<file path="config.mk">
export PLATFORM = sky130hd
export DESIGN_NAME = inv_gen_round_keys
export DESIGN_NICKNAME = d
export VERILOG_FILES = /design/src/rtl/inv_gen_round_keys.sv
export SDC_FILE = /design/constraint.sdc
export NUM_CORES = 2
export LEC_CHECK = 0
export BUFFER_PORTS_ARGS = -buffer_cell sky130_fd_sc_hd__buf_2
export CAP_MARGIN = 40
export CORE_MARGIN = 2
export CORE_UTILIZATION = 55
export CTS_BUF_LIST = sky130_fd_sc_hd__clkbuf_4 sky130_fd_sc_hd__clkbuf_8
export CTS_CLUSTER_SIZE = 30
export DETAILED_ROUTE_END_ITERATION = 8
export PLACE_DENSITY = 0.73
export SKIP_CTS_REPAIR_TIMING = 1
export SYNTH_ARGS = -nofsm -noshare
export SYNTH_HDL_FRONTEND = slang
export SYNTH_SLANG_ARGS = --single-unit
</file>
<file path="constraint.sdc">
create_clock -name clk -period 68.3 [get_ports clk]
set_input_delay 13.66 -clock clk [delete_from_list [all_inputs] [get_ports clk]]
set_output_delay 13.66 -clock clk [all_outputs]
set_load 0.01 [all_outputs]
</file>
<file path="src/rtl/inv_gen_round_keys.sv">
// AES-128 round-key generator that walks forward and backward through the schedule.
// Optional macro KEY_JUMP_EN adds one-edge jumps to round 0 (orig_key) and round 10 (last_key).
module inv_gen_round_keys (
   input  logic         clk,
   input  logic         n_rst,
   input  logic         key_load,
   input  logic [127:0] rx_key,
   input  logic [3:0]   cur_round,
   output logic [127:0] cur_key,
   output logic [127:0] orig_key,
   output logic         key_ready,
   output logic         key_valid,
   output logic         busy
);

   typedef enum logic [1:0] {IDLE = 2'd0, EXPAND = 2'd1, READY = 2'd2} state_e;

   state_e       state_q, state_d;
   logic [127:0] wk_q, wk_d;
   logic [127:0] orig_q, orig_d;
   logic [3:0]   wk_round_q, wk_round_d;
   logic [3:0]   exp_cnt_q, exp_cnt_d;
   logic         ready_q, ready_d;
`ifdef KEY_JUMP_EN
   logic [127:0] last_key_q, last_key_d;
`endif

   logic [3:0]   cr_s;
   logic         step_back_s;
   logic [3:0]   rc_idx_s;
   logic [31:0]  c0_s, c1_s, c2_s, c3_s;
   logic [31:0]  sw_in_s, sw_out_s;
   logic [127:0] fwd_key_s, bwd_key_s;

   function automatic logic [7:0] gf_mul(input logic [7:0] a, input logic [7:0] b);
      logic [7:0] p;
      logic [7:0] x;
      p = 8'h00;
      x = a;
      for (int i = 0; i < 8; i++) begin
         p = p ^ (b[i] ? x : 8'h00);
         x = {x[6:0], 1'b0} ^ (x[7] ? 8'h1b : 8'h00);
      end
      return p;
   endfunction

   // S-box as GF(2^8) inverse (a^254) followed by the AES affine map.
   function automatic logic [7:0] sbox(input logic [7:0] a);
      logic [7:0] r;
      logic [7:0] e;
      logic [7:0] b;
      r = 8'h01;
      e = 8'hfe;
      for (int i = 7; i >= 0; i--) begin
         r = gf_mul(r, r);
         r = e[i] ? gf_mul(r, a) : r;
      end
      b = r;
      return b ^ {b[6:0], b[7]} ^ {b[5:0], b[7:6]} ^ {b[4:0], b[7:5]} ^ {b[3:0], b[7:4]} ^ 8'h63;
   endfunction

   function automatic logic [31:0] sub_rot_word(input logic [31:0] w);
      return {sbox(w[23:16]), sbox(w[15:8]), sbox(w[7:0]), sbox(w[31:24])};
   endfunction

   function automatic logic [7:0] rcon(input logic [3:0] idx);
      case (idx)
         4'd1:    return 8'h01;
         4'd2:    return 8'h02;
         4'd3:    return 8'h04;
         4'd4:    return 8'h08;
         4'd5:    return 8'h10;
         4'd6:    return 8'h20;
         4'd7:    return 8'h40;
         4'd8:    return 8'h80;
         4'd9:    return 8'h1b;
         4'd10:   return 8'h36;
         default: return 8'h00;
      endcase
   endfunction

   assign cr_s = (cur_round > 4'd10) ? 4'd10 : cur_round;
   assign {c0_s, c1_s, c2_s, c3_s} = wk_q;

   // Single SubWord datapath shared by forward and backward steps.
   assign step_back_s = (state_q == READY) && (cr_s < wk_round_q);
   assign rc_idx_s    = step_back_s ? wk_round_q : (wk_round_q + 4'd1);
   assign sw_in_s     = step_back_s ? (c3_s ^ c2_s) : c3_s;
   assign sw_out_s    = sub_rot_word(sw_in_s) ^ {rcon(rc_idx_s), 24'h000000};

   always_comb begin
      logic [31:0] n0, n1, n2;
      n0 = c0_s ^ sw_out_s;
      n1 = c1_s ^ n0;
      n2 = c2_s ^ n1;
      fwd_key_s = {n0, n1, n2, c3_s ^ n2};
      bwd_key_s = {c0_s ^ sw_out_s, c1_s ^ c0_s, c2_s ^ c1_s, c3_s ^ c2_s};
   end

   // Next-state logic: key_load wins over any expansion or stepping.
   always_comb begin
      state_d    = state_q;
      wk_d       = wk_q;
      orig_d     = orig_q;
      wk_round_d = wk_round_q;
      exp_cnt_d  = exp_cnt_q;
      ready_d    = ready_q;
`ifdef KEY_JUMP_EN
      last_key_d = last_key_q;
`endif
      if (key_load) begin
         state_d    = EXPAND;
         wk_d       = rx_key;
         orig_d     = rx_key;
         wk_round_d = 4'd0;
         exp_cnt_d  = 4'd0;
         ready_d    = 1'b0;
      end else begin
         case (state_q)
            EXPAND: begin
               wk_d       = fwd_key_s;
               wk_round_d = wk_round_q + 4'd1;
               exp_cnt_d  = exp_cnt_q + 4'd1;
               if (exp_cnt_q == 4'd9) begin
                  state_d = READY;
                  ready_d = 1'b1;
`ifdef KEY_JUMP_EN
                  last_key_d = fwd_key_s;
`endif
               end else begin
                  state_d = EXPAND;
               end
            end
            READY: begin
`ifdef KEY_JUMP_EN
               if (cr_s != wk_round_q && cr_s == 4'd0) begin
                  wk_d       = orig_q;
                  wk_round_d = 4'd0;
               end else if (cr_s != wk_round_q && cr_s == 4'd10) begin
                  wk_d       = last_key_q;
                  wk_round_d = 4'd10;
               end else
`endif
               if (cr_s > wk_round_q) begin
                  wk_d       = fwd_key_s;
                  wk_round_d = wk_round_q + 4'd1;
               end else if (cr_s < wk_round_q) begin
                  wk_d       = bwd_key_s;
                  wk_round_d = wk_round_q - 4'd1;
               end else begin
                  wk_d = wk_q;
               end
            end
            default: state_d = state_q;
         endcase
      end
   end

   // State and key registers; reset clears everything and abandons expansion.
   always_ff @(posedge clk or negedge n_rst) begin
      if (!n_rst) begin
         state_q    <= IDLE;
         wk_q       <= 128'h0;
         orig_q     <= 128'h0;
         wk_round_q <= 4'd0;
         exp_cnt_q  <= 4'd0;
         ready_q    <= 1'b0;
`ifdef KEY_JUMP_EN
         last_key_q <= 128'h0;
`endif
      end else begin
         state_q    <= state_d;
         wk_q       <= wk_d;
         orig_q     <= orig_d;
         wk_round_q <= wk_round_d;
         exp_cnt_q  <= exp_cnt_d;
         ready_q    <= ready_d;
`ifdef KEY_JUMP_EN
         last_key_q <= last_key_d;
`endif
      end
   end

   assign cur_key   = wk_q;
   assign orig_key  = orig_q;
   assign key_ready = ready_q;
   assign busy      = (state_q == EXPAND);
   assign key_valid = ready_q && (state_q == READY) && (wk_round_q == cr_s);

endmodule

</file>
Yosys cells after proc, flatten, opt, wreduce, memory -nomap -nowiden
Memories as Yosys holds them, arrays and structs flattened.
Cells that the tools add are included.

storage, ports and cells
  bits in registers = 267
  bits in latches = 0
  bits in writable memories = 0
  memory bits (read-only) = 128
  input port bits = 135
  output and inout port bits = 259
  logic and storage cells = 1641
  memories = 1

operators by class
  $add $sub $neg = 3
  $mul = 0
  div/mod/pow operators = 0
  order comparisons = 3
  eq/ne operators = 5
  shift-type cells = 0
  muxes and demuxes = 831
  bitwise logic cells = 784
  reductions and logical operators = 8

memories
  name             depth  bits a word  read ports  clocked after memory_dff  write ports  RTL line  text
  (no name shown)  16     8            1           0                         0            67        case (idx)

operators by type and width
  cell                                                           count
  8-bit 2-to-1 mux                                               420
  8-bit XOR                                                      380
  8-bit by 5-bit XOR with 8-bit output                           364
  5-bit 2-to-1 mux                                               368
  128-bit 2-to-1 mux                                             3
  128-bit one-hot mux with 2 select lines                        1
  32-bit XOR                                                     8
  4-bit 2-to-1 mux                                               11
  32-bit 2-to-1 mux                                              1
  7-bit by 8-bit XOR with 8-bit output                           4
  7-bit 2-to-1 mux                                               4
  6-bit by 7-bit XOR with 7-bit output                           4
  6-bit 2-to-1 mux                                               4
  5-bit by 6-bit XOR with 6-bit output                           4
  4-bit by 5-bit XOR with 5-bit output                           4
  4-bit NOT                                                      4
  3-bit by 4-bit XOR with 4-bit output                           4
  2-bit 2-to-1 mux                                               7
  3-bit 2-to-1 mux                                               4
  2-bit by 3-bit XOR with 3-bit output                           4
  4-bit by 1-bit adder with 4-bit output, second input constant  2
  4-bit one-hot mux with 2 select lines                          1
  1-bit by 2-bit XOR with 2-bit output                           4
  1-bit 2-to-1 mux                                               7
  other kinds (13)                                               17

Logic depth before layout (Yosys ltp)
  word-level depth = 234
  depth in mapped cells = 140

Least setup slack after synthesis
No wires, ideal clock.

  kind = input -> register
  start = input cur_round[3]
  end = register wk_q[23] (netlist: cur_key[23])
  setup time = 0.131 ns
  arrival time = 43.970 ns
  required time = 68.169 ns
  setup slack = 24.200 ns
  stages on the path = 128
  buffers on the path = 20
  path through = a21o_1 ha_1 nor2b_1 o211a_1 buf_6 buf_8 buf_12 buf_12 or4_4 and2_1 buf_2 inv_2 buf_1 clkbuf_1 clkbuf_1 buf_1 ha_1 inv_1 [... 92 more ...] ha_1 clkbuf_1 inv_1 ha_1 xor2_1 nor2_1 xnor3_1 xnor3_1 xor2_1 xnor3_1 xnor3_1 xnor2_1 xnor2_1 xor2_1 nand2_1 xnor2_1 mux2i_1 o21ai_1

between the ends
  word-level cells in the longest chain between the ends = 163
  elaborated cells on any way between the ends = 412
  classes of those cells = order compare (3); eq/ne (1); mux (208); bitwise (198); reduce/logical (2)

RTL lines
  what                                                  RTL line  text
  from (decl)                                           8         input logic [3:0] cur_round,
  4-bit greater-than comparator                         82        assign cr_s = (cur_round > 4'd10) ? 4'd10 : cur_round;
  4-bit 2-to-1 mux (*)                                  82
  4-bit less-than comparator                            86, 147
  1-bit logical AND                                     86        assign step_back_s = (state_q == READY) && (cr_s < wk_round_q);
  32-bit 2-to-1 mux                                     88        assign sw_in_s = step_back_s ? (c3_s ^ c2_s) : c3_s;
  2-bit 2-to-1 mux or 1-bit 2-to-1 mux (tied branches)  41        p = p ^ (b[i] ? x : 8'h00);
  1-bit by 2-bit XOR with 2-bit output                  41
  2-bit by 3-bit XOR with 3-bit output                  41
  [... 147 more ...]                                    n/a
  32-bit XOR                                            89        assign sw_out_s = sub_rot_word(sw_in_s) ^ {rcon(rc_idx_s), 24'h000000};
  32-bit XOR                                            93        n0 = c0_s ^ sw_out_s;
  32-bit XOR                                            94        n1 = c1_s ^ n0;
  32-bit XOR                                            95        n2 = c2_s ^ n1;
  32-bit XOR                                            96        fwd_key_s = {n0, n1, n2, c3_s ^ n2};
  128-bit 2-to-1 mux                                    144       if (cr_s > wk_round_q) begin
  128-bit one-hot mux with 2 select lines               119       case (state_q)
  128-bit 2-to-1 mux                                    111       if (key_load) begin
  to (signal assigned)                                  173       wk_q <= wk_d;
  to (decl)                                             19        logic [127:0] wk_q, wk_d;

Every way passes the cells marked *; elsewhere a longest branch is shown, timed or not.
A chain may end at the register's enable or synchronous reset.

Final worst setup path
  start = input cur_round[3]
  end = register wk_q[56] (netlist: cur_key[56])

between the ends
  word-level cells in the longest chain between the ends = 164
  elaborated cells on any way between the ends = 414
  classes of those cells = order compare (3); eq/ne (1); mux (209); bitwise (198); reduce/logical (2); memory (1)

RTL lines
  what                                     RTL line
  4-bit greater-than comparator            82
  4-bit 2-to-1 mux (*)                     82
  4-bit less-than comparator               86, 147
  1-bit logical AND                        86
  32-bit 2-to-1 mux                        88
  2-bit 2-to-1 mux                         41
  1-bit by 2-bit XOR with 2-bit output     41
  2-bit by 3-bit XOR with 3-bit output     41
  [... 148 more ...]                       n/a
  4-bit NOT (no source line)               n/a
  32-bit XOR                               89
  32-bit XOR                               93
  32-bit XOR                               94
  32-bit XOR                               95
  128-bit 2-to-1 mux                       144
  128-bit one-hot mux with 2 select lines  119
  128-bit 2-to-1 mux                       111

Marked as above.

==> results.cfg <==
[setup_path]
crit_cells = 111
start_kind = input pin
crit_path_end_kind = register
cp_common_cell = xnor2_1
slowest_delay_ps = 790
r2r-end = cur_key[56]$_DFFE_PN0P_
path_buf_inv = 16
r2r_slack_ps = 31230
arrival_ps = 50320
critPathSlowestCell = xnor3_1
critical_path.startpoint = cur_round[3]
r2r_start = wk_round_q[1]$_DFFE_PN0P_
path_class = in -> reg
critPathTopFamily = XOR/XNOR gates
critPathMaxFanout = 58
reg2regPathDepth = 110
crit_end = cur_key[56]$_DFFE_PN0P_
required_ps = 68930

[timing]
tightest_slew_ps = 1030
finalSetupTns_ps = 0
min_period_over_period_pct = 72.7
final_hold_viol_count = 0
setup_viol = 0
slew_headroom_pct = 31.1
period_minus_slack_ps = 49690
clock-skew-final_ps = 66.3
finalMaxSlewViolations = 0
fmax_ghz = 0.0201
grt_setup_unrepaired = no
layout_setup_ws_ps = 18610
hold-worst-slack_ps = 500

[synthesis]
synthXorXnorAreaFrac_pct = 43.3
synthTopCellsByArea = xnor2_1 16%, xnor3_1 15%, dfrtp_1 7.9%, nor2_1 6.0%, xor2_1 5.9%
synth_edf_count = 0
syn_avg_cell_area_um2 = 8.26
synth_top_family_by_area = XOR/XNOR gates
yosysWarnings = 0
synth_adder_area_share_pct = 3.90
yosys.area_share.simple_pct = 18.6
synthArstFlopShare_pct = 100
synth_top_area_share_pct = 15.6
synth.distinct_cells = 156
synth-seq-cells = 267
yosysMostFrequentCell = xnor2_1
synth_common_cells = 1503 x xnor2_1, 1358 x nor2_1, 954 x nand2_1
synth_cells = 10200
synth_top_area_cell = xnor2_1
synth-main-ff-cell = dfrtp_1
syn_nets = 10600
ys_seq_area_share_pct = 7.91
synth.mux.area_fraction_pct = 4.70
syn_area_mm2 = 0.0844
synth_compound_area_share_pct = 15.6

[placement]
gp_congestion = 1.01
dp.cells = 12200
io_buffers = 393
dp_slack_ps = 18600
post-dp-hpwl_um = 218000

[floorplan]
start_util_pct = 55.5
ioPinCount = 394
fp.coreArea_mm2 = 0.152
dieArea_mm2 = 0.157
dieWidth_um = 396
row_count = 143
die_h_um = 396

[global_route]
gr-total-overflow = 0
grt_pass1_vias = 75000
grt_first_pass_wirelength_um = 448000
grt.total_usage_pct = 36.1
grt_max_degree = 146
antenna_found_initial = 16

[cts]
clock_tree.root_cell = clkbuf_8
cts_tree = built
h-tree-depth = 2
clk_pin_slew_ps = 60
clock_latency_ps = 820
cts.sinks = 267
cts_buffers = 58
cts.path.max_buffers = 3

[route]
avgViaCountPerCell = 6.43
drc_errors = 0
routedWlPerCell_um = 24.1
drt_iter0_drc = 9182
first_pass_iters = 6
dr_total_vias = 79000
ant_nets = 0
finalWirelength_um = 296000

[finish]
nets = 10600
drive_gt1_share_pct = 12.7
instances_no_fill = 12300
area_growth_pct = 4.56

[flow_run]
drv_cap = 0

[worst_hold_path]
hold_path.class = reg -> reg

[status]
status = finished clean
## how the worst min path moves through the flow
stage,startpoint,to,slack (ps),depth (start not counted)
final,orig_key[55]$_DFFE_PN0P_,orig_key[55]$_DFFE_PN0P_,500,1
after detailed placement,orig_key[51]$_DFFE_PN0P_,orig_key[51]$_DFFE_PN0P_,490,1
after CTS,orig_key[55]$_DFFE_PN0P_,orig_key[55]$_DFFE_PN0P_,500,1
after floorplan,state_q[0]$_DFFE_PN0P_,state_q[0]$_DFFE_PN0P_,490,2
after global placement,orig_key[58]$_DFFE_PN0P_,orig_key[58]$_DFFE_PN0P_,480,1
after global routing,orig_key[1]$_DFFE_PN0P_,orig_key[1]$_DFFE_PN0P_,510,1
## area by class of cell
class	count	area, um2
inverter	330	1250
antenna	10	25.0
fill	13600	64000
clock buffer	82	1070
timing repair buffer	579	3440
tap	2030	2540
multi-input combinational	8954	72900
clock inverter	27	394
sequential	267	6680
## cells by family (layout without fill, tap and decap cells)
logic type	Yosys count	count (layout)
buffers and inverters	995	1018
XOR/XNOR	2916	2916
AND/OR/NAND/NOR	3445	3445
multiplexers	377	377
other	0	10
adder cells (fa/ha/maj)	263	263
AO/OA/AOI/OAI	1953	1953
flip-flops	267	267
## registers in the layout, summed over array words and instances, names as in the netlist
register    flops
state_q         2
exp_cnt_q       4
wk_round_q      4
key_ready       1
orig_key      128
cur_key       128
## per-layer routing
metal / global-route usage, % / vias to the layer above / part of all wire [%]
met2: 54.5 / 4588 / 43
met3: 10.4 / 846 / 13
met5: 0.708 / - / 0.085
met1: 47.5 / 37900 / 40
met4: 16.8 / 16 / 5.1
li1: - / 35700 / -
## per-stage QoR
stage / utilization, % / instance area [um2]
2_1_floorplan: - / 84400
3_3_place_gp: 56.8 / 86500
3_5_place_dp: 57.0 / 86800
4_1_cts: 57.9 / 88200
5_1_grt: 58.0 / 88300
6_report: 58.0 / 88300
## layout by cell type (no fill, tap or decap), drive strengths merged, types with 209 or more instances in the layout
cell type and instances:
buf 577, xnor2 1608, dfrtp 267, nand3 209, nor3 276, inv 314, xor2 598, xnor3 619
nor2 1377, a21oi 407, o21ai 423, mux2i 229, ha 263, nand2 961
Power is left out: the tool's default activity adds up to more than one toggle a clock period on the data nets, which glitch-free logic cannot reach.
